--- src/rtl/ulight_fifo_pkg.sv ---
// Shared constants for the uLight SpaceWire TX write path:
// register map, STATUS bit positions and TX state encodings.
package ulight_fifo_pkg;

    localparam logic [1:0] ADDR_DATA    = 2'd0;
    localparam logic [1:0] ADDR_STATUS  = 2'd1;
    localparam logic [1:0] ADDR_CONTROL = 2'd2;
    localparam logic [1:0] ADDR_PKTCNT  = 2'd3;

    localparam int ST_LEVEL_LSB  = 0;
    localparam int ST_LEVEL_MSB  = 4;
    localparam int ST_EMPTY_BIT  = 5;
    localparam int ST_FULL_BIT   = 6;
    localparam int ST_OVF_BIT    = 7;
    localparam int ST_FFULL_BIT  = 8;
    localparam int ST_STATE_LSB  = 9;
    localparam int ST_STATE_MSB  = 10;

    localparam int CTRL_ENABLE_BIT = 0;
    localparam int CTRL_FLUSH_BIT  = 1;

    // Control flag in the SpaceWire word: set on EOP/EEP markers.
    localparam int EOP_BIT = 8;

    typedef enum logic [1:0] {
        ST_IDLE  = 2'd0,
        ST_SEND  = 2'd1,
        ST_STALL = 2'd2
    } tx_state_e;

endpackage

--- src/rtl/ulight_fifo_tx_write_ctrl_if.sv ---
// Avalon-MM slave bus plus the TX FIFO write side, bundled for the controller.
interface ulight_fifo_tx_write_ctrl_if #(
    parameter int WIDTH = 9
);
    logic [1:0]       address;
    logic             chipselect;
    logic             write_n;
    logic [31:0]      writedata;
    logic [31:0]      readdata;
    logic [WIDTH-1:0] fifo_wr_data;
    logic             fifo_wr_en;
    logic             fifo_full;

    // Controller side.
    modport slave (
        input  address, chipselect, write_n, writedata, fifo_full,
        output readdata, fifo_wr_data, fifo_wr_en
    );

    // CPU / FIFO side driving the controller.
    modport master (
        output address, chipselect, write_n, writedata, fifo_full,
        input  readdata, fifo_wr_data, fifo_wr_en
    );
endinterface

--- src/rtl/ulight_fifo_tx_stage_queue.sv ---
// Small circular staging queue between the CPU and the TX FIFO.
// A push into a full queue is only taken when a pop frees a slot the same cycle.
module ulight_fifo_tx_stage_queue #(
    parameter int DEPTH = 4,
    parameter int WIDTH = 9,
    localparam int AW = $clog2(DEPTH),
    localparam int LW = $clog2(DEPTH) + 1
) (
    input  logic             clk,
    input  logic             reset_n,
    input  logic             push,
    input  logic [WIDTH-1:0] push_data,
    input  logic             pop,
    input  logic             flush,
    output logic             accepted,
    output logic [WIDTH-1:0] head,
    output logic [LW-1:0]    level,
    output logic             full,
    output logic             empty
);

    logic [WIDTH-1:0] mem [DEPTH];
    logic [AW-1:0]    wr_ptr;
    logic [AW-1:0]    rd_ptr;

    assign full     = (level == LW'(DEPTH));
    assign empty    = (level == '0);
    assign accepted = push && !flush && (!full || pop);
    assign head     = mem[rd_ptr];

    // Storage and pointers; storage is cleared on reset so the head reads 0.
    always_ff @(posedge clk or negedge reset_n) begin
        if (!reset_n) begin
            for (int i = 0; i < DEPTH; i++) mem[i] <= '0;
            wr_ptr <= '0;
            rd_ptr <= '0;
            level  <= '0;
        end else if (flush) begin
            wr_ptr <= '0;
            rd_ptr <= '0;
            level  <= '0;
        end else begin
            if (accepted) begin
                mem[wr_ptr] <= push_data;
                wr_ptr      <= wr_ptr + 1'b1;
            end
            if (pop) rd_ptr <= rd_ptr + 1'b1;
            level <= level + LW'(accepted) - LW'(pop);
        end
    end

endmodule

--- src/rtl/ulight_fifo_tx_write_ctrl.sv ---
// CPU-facing write controller: stages words written over Avalon-MM and
// streams them into the SpaceWire TX FIFO one per cycle when enabled.
module ulight_fifo_tx_write_ctrl
    import ulight_fifo_pkg::*;
#(
    parameter int DEPTH = 4,
    parameter int WIDTH = 9
) (
    input  logic                          clk,
    input  logic                          reset_n,
    ulight_fifo_tx_write_ctrl_if.slave    bus
);

    localparam int LW = $clog2(DEPTH) + 1;

    logic             wr, data_wr, status_wr, ctrl_wr, pkt_wr;
    logic             flush, pop, accepted, ovf_set;
    logic             enable, enable_next, overflow;
    logic [15:0]      pktcnt;
    logic [WIDTH-1:0] head;
    logic [LW-1:0]    level, level_next;
    logic             full, empty;
    logic [31:0]      rdata;
    logic             unused_wdata;
    tx_state_e        state_q, state_next;

    assign wr        = bus.chipselect && !bus.write_n;
    assign data_wr   = wr && (bus.address == ADDR_DATA);
    assign status_wr = wr && (bus.address == ADDR_STATUS);
    assign ctrl_wr   = wr && (bus.address == ADDR_CONTROL);
    assign pkt_wr    = wr && (bus.address == ADDR_PKTCNT);
    assign flush     = ctrl_wr && bus.writedata[CTRL_FLUSH_BIT];

    assign pop     = enable && !empty && !bus.fifo_full;
    assign ovf_set = data_wr && !accepted;

    assign bus.fifo_wr_en   = pop;
    assign bus.fifo_wr_data = head;
    assign bus.readdata     = rdata;
    assign unused_wdata     = ^bus.writedata[31:WIDTH];

    ulight_fifo_tx_stage_queue #(.DEPTH(DEPTH), .WIDTH(WIDTH)) u_queue (
        .clk       (clk),
        .reset_n   (reset_n),
        .push      (data_wr),
        .push_data (bus.writedata[WIDTH-1:0]),
        .pop       (pop),
        .flush     (flush),
        .accepted  (accepted),
        .head      (head),
        .level     (level),
        .full      (full),
        .empty     (empty)
    );

    // Register-side state: enable, sticky overflow (set beats clear), packet count (clear beats increment).
    always_ff @(posedge clk or negedge reset_n) begin
        if (!reset_n) begin
            enable   <= 1'b0;
            overflow <= 1'b0;
            pktcnt   <= '0;
        end else begin
            if (ctrl_wr) enable <= bus.writedata[CTRL_ENABLE_BIT];
            if (ovf_set) overflow <= 1'b1;
            else if (status_wr && bus.writedata[ST_OVF_BIT]) overflow <= 1'b0;
            if (pkt_wr) pktcnt <= '0;
            else if (pop && head[EOP_BIT]) pktcnt <= pktcnt + 16'd1;
        end
    end

    // Look-ahead of enable/level so the state register tracks the coming cycle.
    always_comb begin
        enable_next = ctrl_wr ? bus.writedata[CTRL_ENABLE_BIT] : enable;
        level_next  = flush ? '0 : level + LW'(accepted) - LW'(pop);
    end

    // TX state register.
    always_ff @(posedge clk or negedge reset_n) begin
        if (!reset_n) state_q <= ST_IDLE;
        else          state_q <= state_next;
    end

    // Next state: idle unless enabled with words pending, then send or stall on FIFO full.
    always_comb begin
        state_next = ST_IDLE;
        if (enable_next && (level_next != '0))
            state_next = bus.fifo_full ? ST_STALL : ST_SEND;
    end

    // Zero-wait-state read mux.
    always_comb begin
        rdata = '0;
        case (bus.address)
            ADDR_DATA:    rdata[WIDTH-1:0] = head;
            ADDR_STATUS: begin
                rdata[ST_LEVEL_MSB:ST_LEVEL_LSB] = 5'(level);
                rdata[ST_EMPTY_BIT]              = empty;
                rdata[ST_FULL_BIT]               = full;
                rdata[ST_OVF_BIT]                = overflow;
                rdata[ST_FFULL_BIT]              = bus.fifo_full;
                rdata[ST_STATE_MSB:ST_STATE_LSB] = state_q;
            end
            ADDR_CONTROL: rdata[CTRL_ENABLE_BIT] = enable;
            ADDR_PKTCNT:  rdata[15:0] = pktcnt;
            default:      rdata = '0;
        endcase
    end

endmodule

--- src/flat_wrapper.sv ---
// flat-port wrapper written by rule: the top's interface ports become plain ports
module ulight_fifo_tx_write_ctrl_flat import ulight_fifo_pkg::*;
#(
    parameter int DEPTH = 4,
    parameter int WIDTH = 9
)
  (clk, reset_n, bus_address, bus_chipselect, bus_write_n, bus_writedata, bus_fifo_full, bus_readdata, bus_fifo_wr_data, bus_fifo_wr_en);
  ulight_fifo_tx_write_ctrl_if #(.WIDTH(WIDTH)) bus_i ();
  input  logic clk;
  input  logic reset_n;
  input wire logic [$bits(bus_i.address)-1:0] bus_address;
  input wire logic [$bits(bus_i.chipselect)-1:0] bus_chipselect;
  input wire logic [$bits(bus_i.write_n)-1:0] bus_write_n;
  input wire logic [$bits(bus_i.writedata)-1:0] bus_writedata;
  input wire logic [$bits(bus_i.fifo_full)-1:0] bus_fifo_full;
  output wire logic [$bits(bus_i.readdata)-1:0] bus_readdata;
  output wire logic [$bits(bus_i.fifo_wr_data)-1:0] bus_fifo_wr_data;
  output wire logic [$bits(bus_i.fifo_wr_en)-1:0] bus_fifo_wr_en;
  assign bus_i.address = bus_address;
  assign bus_i.chipselect = bus_chipselect;
  assign bus_i.write_n = bus_write_n;
  assign bus_i.writedata = bus_writedata;
  assign bus_i.fifo_full = bus_fifo_full;
  assign bus_readdata = bus_i.readdata;
  assign bus_fifo_wr_data = bus_i.fifo_wr_data;
  assign bus_fifo_wr_en = bus_i.fifo_wr_en;
  ulight_fifo_tx_write_ctrl #(.DEPTH(DEPTH), .WIDTH(WIDTH)) u_core (.clk(clk), .reset_n(reset_n), .bus(bus_i));
endmodule
--- config.mk ---
export PLATFORM = sky130hd
export DESIGN_NAME = ulight_fifo_tx_write_ctrl_flat
export DESIGN_NICKNAME = d
export VERILOG_FILES = /design/src/rtl/ulight_fifo_pkg.sv /design/src/rtl/ulight_fifo_tx_write_ctrl_if.sv /design/src/rtl/ulight_fifo_tx_stage_queue.sv /design/src/rtl/ulight_fifo_tx_write_ctrl.sv /design/src/flat_wrapper.sv
export SDC_FILE = /design/constraint.sdc
export NUM_CORES = 1
export LEC_CHECK = 0
export BUFFER_PORTS_ARGS = -buffer_cell sky130_fd_sc_hd__buf_2
export CORE_MARGIN = 2
export CORE_UTILIZATION = 40
export DETAILED_ROUTE_END_ITERATION = 10
export SLEW_MARGIN = 20
export SYNTH_ARGS = -nofsm -noshare
export SYNTH_HDL_FRONTEND = slang
export SYNTH_SLANG_ARGS = --single-unit
--- constraint.sdc ---
create_clock -name clk -period 4.9 [get_ports clk]
set_clock_uncertainty 0.2 [all_clocks]
set_input_delay 0.98 -clock clk [delete_from_list [all_inputs] [get_ports clk]]
set_output_delay 0.98 -clock clk [all_outputs]
set_load 0.05 [all_outputs]
==> impl_summary.txt <==
----------------------------------------------------
[Synthesis]
  Number of enable-type register cells in the synthesized netlist ... 0
  Area share of the largest cell type after synthesis ... between 40% and 50%
  Synth Warn # ... 0
  Cell taking the most area after synthesis ... sky130_fd_sc_hd__dfrtp_1
  Average cell area after synthesis ... 11.7 um^2
  Distinct cell type count of the synthesized netlist ... 39
  Register bit total from synthesis ... 63
  Portion of the post-synthesis area used by sequential elements ... 46.8%
  Cell types occupying the most area after synthesis ... sky130_fd_sc_hd__dfrtp_1 (47%), sky130_fd_sc_hd__mux2_1 (12%), sky130_fd_sc_hd__mux4_2 (6.7%)
  Asr flop ratio synth ... 100%
  Cell count after synthesis ... 289
  Synth Cell Area ... 3370 um^2
  Prevailing post-synth register cell ... sky130_fd_sc_hd__dfrtp_1

[Clock tree]
  CTS Sinks ... 63
  Root Buffer ... sky130_fd_sc_hd__clkbuf_8
  Clock tree from TritonCTS ... done
  Max Buffers Root-to-Sink ... 2
  Clock latency on the worst-skew pair ... 0.34 ns
  TritonCTS Buffers ... 9
  Number of setup buffers added after CTS ... 0
  H-tree depth ... 3
  Post-cts hold buffer count ... 0
  Clock-pin slew of the registers on the worst-case setup and hold paths ... 0.07 ns
  Resize count post-CTS ... 0

[Detailed routing]
  DRC ... 0
  Aggregate routed wire length ... between 7 and 8 mm
  Number of violations reported at the end of detailed-routing iteration 0 ... 107
  Total vias in the final route ... 2302
  Antenna violation net count after detailed routing ... 0
  Routed wire length per instance ... roughly 16 um
  Vias per cell ... 5.28
  First-pass DRT Iterations ... 4

[Outcome]
  Status ... complete, no violations

[Final layout]
  Synth-to-Final Area Change ... 12.8%
  ANT cells ... 0
  Area of the multi-input gates ... 1620 um^2
  Post-route standard cell area excluding fillers ... 3800 um^2
  Core occupancy in the finished layout ... a little under half
  Fraction of final layout cells sized beyond drive strength 1 ... 21.8%
  Area used by sequential logic in the layout ... 1580 um^2
  Filler cells ... about 760
  Number of nets in the final layout ... 375

[Critical path]
  Worst endpoint required time ... 4.94 ns
  Largest fanout of any net on the critical path ... 18
  Kind of capture point of the worst setup path ... register
  Source of the worst register-to-register timing path ... u_core.u_queue.level[1]
  Reg2reg path depth ... 12
  Sort of element at the start of the critical path ... primary input
  Kind of critical path ... in2reg
  Worst Path Arrival ... 3.76 ns
  Capture point of the worst reg-to-reg path ... u_core.state_q[1]
  Register-to-register setup slack ... about 1.7 ns
  Worst setup startpoint ... bus_address[1]

[Timing]
  Max-slew violations ... 0
  Relative max-transition margin ... a little over half
  Final setup margin ... 1.18 ns
  Slew of the pin with the lowest slew margin ... 0.708 ns
  Final setup violation count ... 0
  Unrepaired setup endpoints after global routing ... false
  Hold Vio Cnt, Final ... 0
  Final total negative setup slack ... 0 ns
  Hold slack ... 0.279 ns
  Shortest clock period the worst path allows after layout ... approximately 3.7 ns
  Post-route clock period utilization ... 75.9%
  Top achievable clock speed ... 269 MHz

[Global routing]
  Number of antenna violations at the first check in global routing ... 0
  Overflow after GRT ... 0
  Wire length of the first global-routing pass ... around 11 mm
  Global router's overall resource usage ... 17.1%
  Number of global-route vias before repair ... between 2000 and 2500
  Largest net degree at the start of global routing ... 56

[Floorplanning]
  Floorplan core area ... 8180 um^2
  I/O pins ... 81
  Die extent in x ... 95.8 um
  Total number of placement rows ... 33
  Starting utilization of the core area ... 41.2%
  Floorplan die height ... 95.8 um
  Area of the die ... ~9200 um^2

[Placement]
  Detailed placer's ending HPWL ... 4.88 mm
  RePlAce Congestion ... 0.761
  Input/output buffers ... 41
  Standard cell area after detailed placement ... about 3600 um^2
  Pre-CTS WS ... between 0.8 and 0.9 ns

[Flow run]
  Maximum Capacitance Violations ... 0

[Worst hold path]
  Class of the most critical hold timing path ... in2async

[Power and ir drop]
  Leakage ... between 1.5 and 2 nW
  VDD IR-drop max ... 0.334 mV
  Cell Pwr Density ... 599 nW/um^2

----------------------------------------------------
[power breakdown]
group | switching, mW | leakage, nW | internal [mW]
sequential | 0.139 | 0.821 | 0.692
clock | 0.202 | 0.108 | 0.309
combinational | 0.604 | 0.914 | 0.330
[cell families after synthesis]
| family | synth area share (%) |
|---|---|
| AOI/OAI and AO/OA | 6.16 |
| xor gates and xnor gates | 2.08 |
| adders and majority gates | 3.19 |
| buffers and inverters | 6.83 |
| DFF | 46.8 |
| muxes | 21.4 |
| other | 0.111 |
| and+or+nand+nor | 13.4 |
[cells in the final DEF (no fill, tap or decap), types with 7 or more instances in the layout]
master	count
sky130_fd_sc_hd__dfrtp_1	63
sky130_fd_sc_hd__buf_2	41
sky130_fd_sc_hd__mux2_1	37
sky130_fd_sc_hd__conb_1	16
sky130_fd_sc_hd__nor2_1	15
sky130_fd_sc_hd__nand2_1	14
sky130_fd_sc_hd__a21oi_1	12
sky130_fd_sc_hd__o21ai_0	11
sky130_fd_sc_hd__clkbuf_8	11
sky130_fd_sc_hd__mux4_2	10
sky130_fd_sc_hd__inv_1	9
sky130_fd_sc_hd__mux2i_1	8
sky130_fd_sc_hd__and3_1	8
sky130_fd_sc_hd__o31ai_1	7
sky130_fd_sc_hd__ha_1	7
[worst max-delay path by stage]
| stage | endpoint | slack [ns] | depth (start not counted) |
|---|---|---|---|
| 3_3_place_gp | u_core.state_q[1] | 0.85 | 13 |
| 3_5_place_dp | u_core.state_q[1] | 0.85 | 13 |
| 6_report | u_core.state_q[1] | 1.18 | 13 |
| 2_1_floorplan | bus_readdata[8] | 1.11 | 4 |
| 5_1_grt | u_core.state_q[1] | 0.99 | 13 |
| 4_1_cts | u_core.state_q[1] | 1.19 | 13 |
[routing by layer]
layer	GRT usage [%]	share of wire, %
met5	0	0
met4	6.67	1.4
met3	4.23	4.6
met2	27.2	47
met1	22.6	47
[sequential cells by signal, indices dropped and copies added, names as in the netlist]
register               flops
u_core.enable              1
u_core.overflow            1
u_core.pktcnt             16
u_core.state_q             2
u_core.u_queue.level       3
u_core.u_queue.mem        36
u_core.u_queue.rd_ptr      2
u_core.u_queue.wr_ptr      2
[area by class of cell]
class,count,share of cell area [%]
Multi-Input combinational cell,202,42.6
Sequential cell,63,41.5
Timing Repair Buffer,43,5.80
Clock buffer,11,3.98
Tap cell,105,3.46
Clock inverter,3,1.78
Inverter,9,0.889
[critical path: stages]
cell and delay (ns):
sky130_fd_sc_hd__buf_2 0.21, sky130_fd_sc_hd__nor3b_1 0.42, sky130_fd_sc_hd__o211a_1 0.41, sky130_fd_sc_hd__inv_1 0.10, sky130_fd_sc_hd__ha_1 0.28, sky130_fd_sc_hd__inv_1 0.06, sky130_fd_sc_hd__ha_1 0.13, sky130_fd_sc_hd__inv_1 0.05
sky130_fd_sc_hd__fa_1 0.37, sky130_fd_sc_hd__xor2_1 0.16, sky130_fd_sc_hd__xnor2_1 0.14, sky130_fd_sc_hd__and3b_1 0.21, sky130_fd_sc_hd__nor4b_1 0.24
[synth_stat cells, types with 2 or more instances]
| library cell | count |
|---|---|
| sky130_fd_sc_hd__mux4_2 | 10 |
| sky130_fd_sc_hd__and4_1 | 2 |
| sky130_fd_sc_hd__a21oi_1 | 12 |
| sky130_fd_sc_hd__dfrtp_1 | 63 |
| sky130_fd_sc_hd__nand2_1 | 14 |
| sky130_fd_sc_hd__buf_4 | 19 |
| sky130_fd_sc_hd__nor4_1 | 2 |
| sky130_fd_sc_hd__and2_1 | 3 |
| sky130_fd_sc_hd__nand2_2 | 4 |
| sky130_fd_sc_hd__xor2_1 | 6 |
| sky130_fd_sc_hd__xnor2_1 | 2 |
| sky130_fd_sc_hd__o21ai_0 | 11 |
| sky130_fd_sc_hd__and3b_1 | 2 |
| sky130_fd_sc_hd__nand4_1 | 4 |
| sky130_fd_sc_hd__nand3_1 | 6 |
| sky130_fd_sc_hd__inv_1 | 9 |
| sky130_fd_sc_hd__or3_1 | 6 |
| sky130_fd_sc_hd__nor2b_1 | 3 |
| sky130_fd_sc_hd__nor2_1 | 15 |
| sky130_fd_sc_hd__mux2_1 | 37 |
| sky130_fd_sc_hd__ha_1 | 7 |
| sky130_fd_sc_hd__buf_2 | 4 |
| sky130_fd_sc_hd__o31ai_1 | 7 |
| sky130_fd_sc_hd__clkbuf_1 | 6 |
| sky130_fd_sc_hd__mux2i_1 | 8 |
| sky130_fd_sc_hd__or4_1 | 6 |
| sky130_fd_sc_hd__and3_1 | 8 |
| sky130_fd_sc_hd__a22o_1 | 2 |
[through the flow]
step                      std cells  total power [mW]
after floorplan                 304              1.58
final                           436              2.28
after global routing            436              2.41
after CTS                       436              2.30
after global placement          422              1.77
after detailed placement        422              1.78
Power figures use the tool's default switching activity.
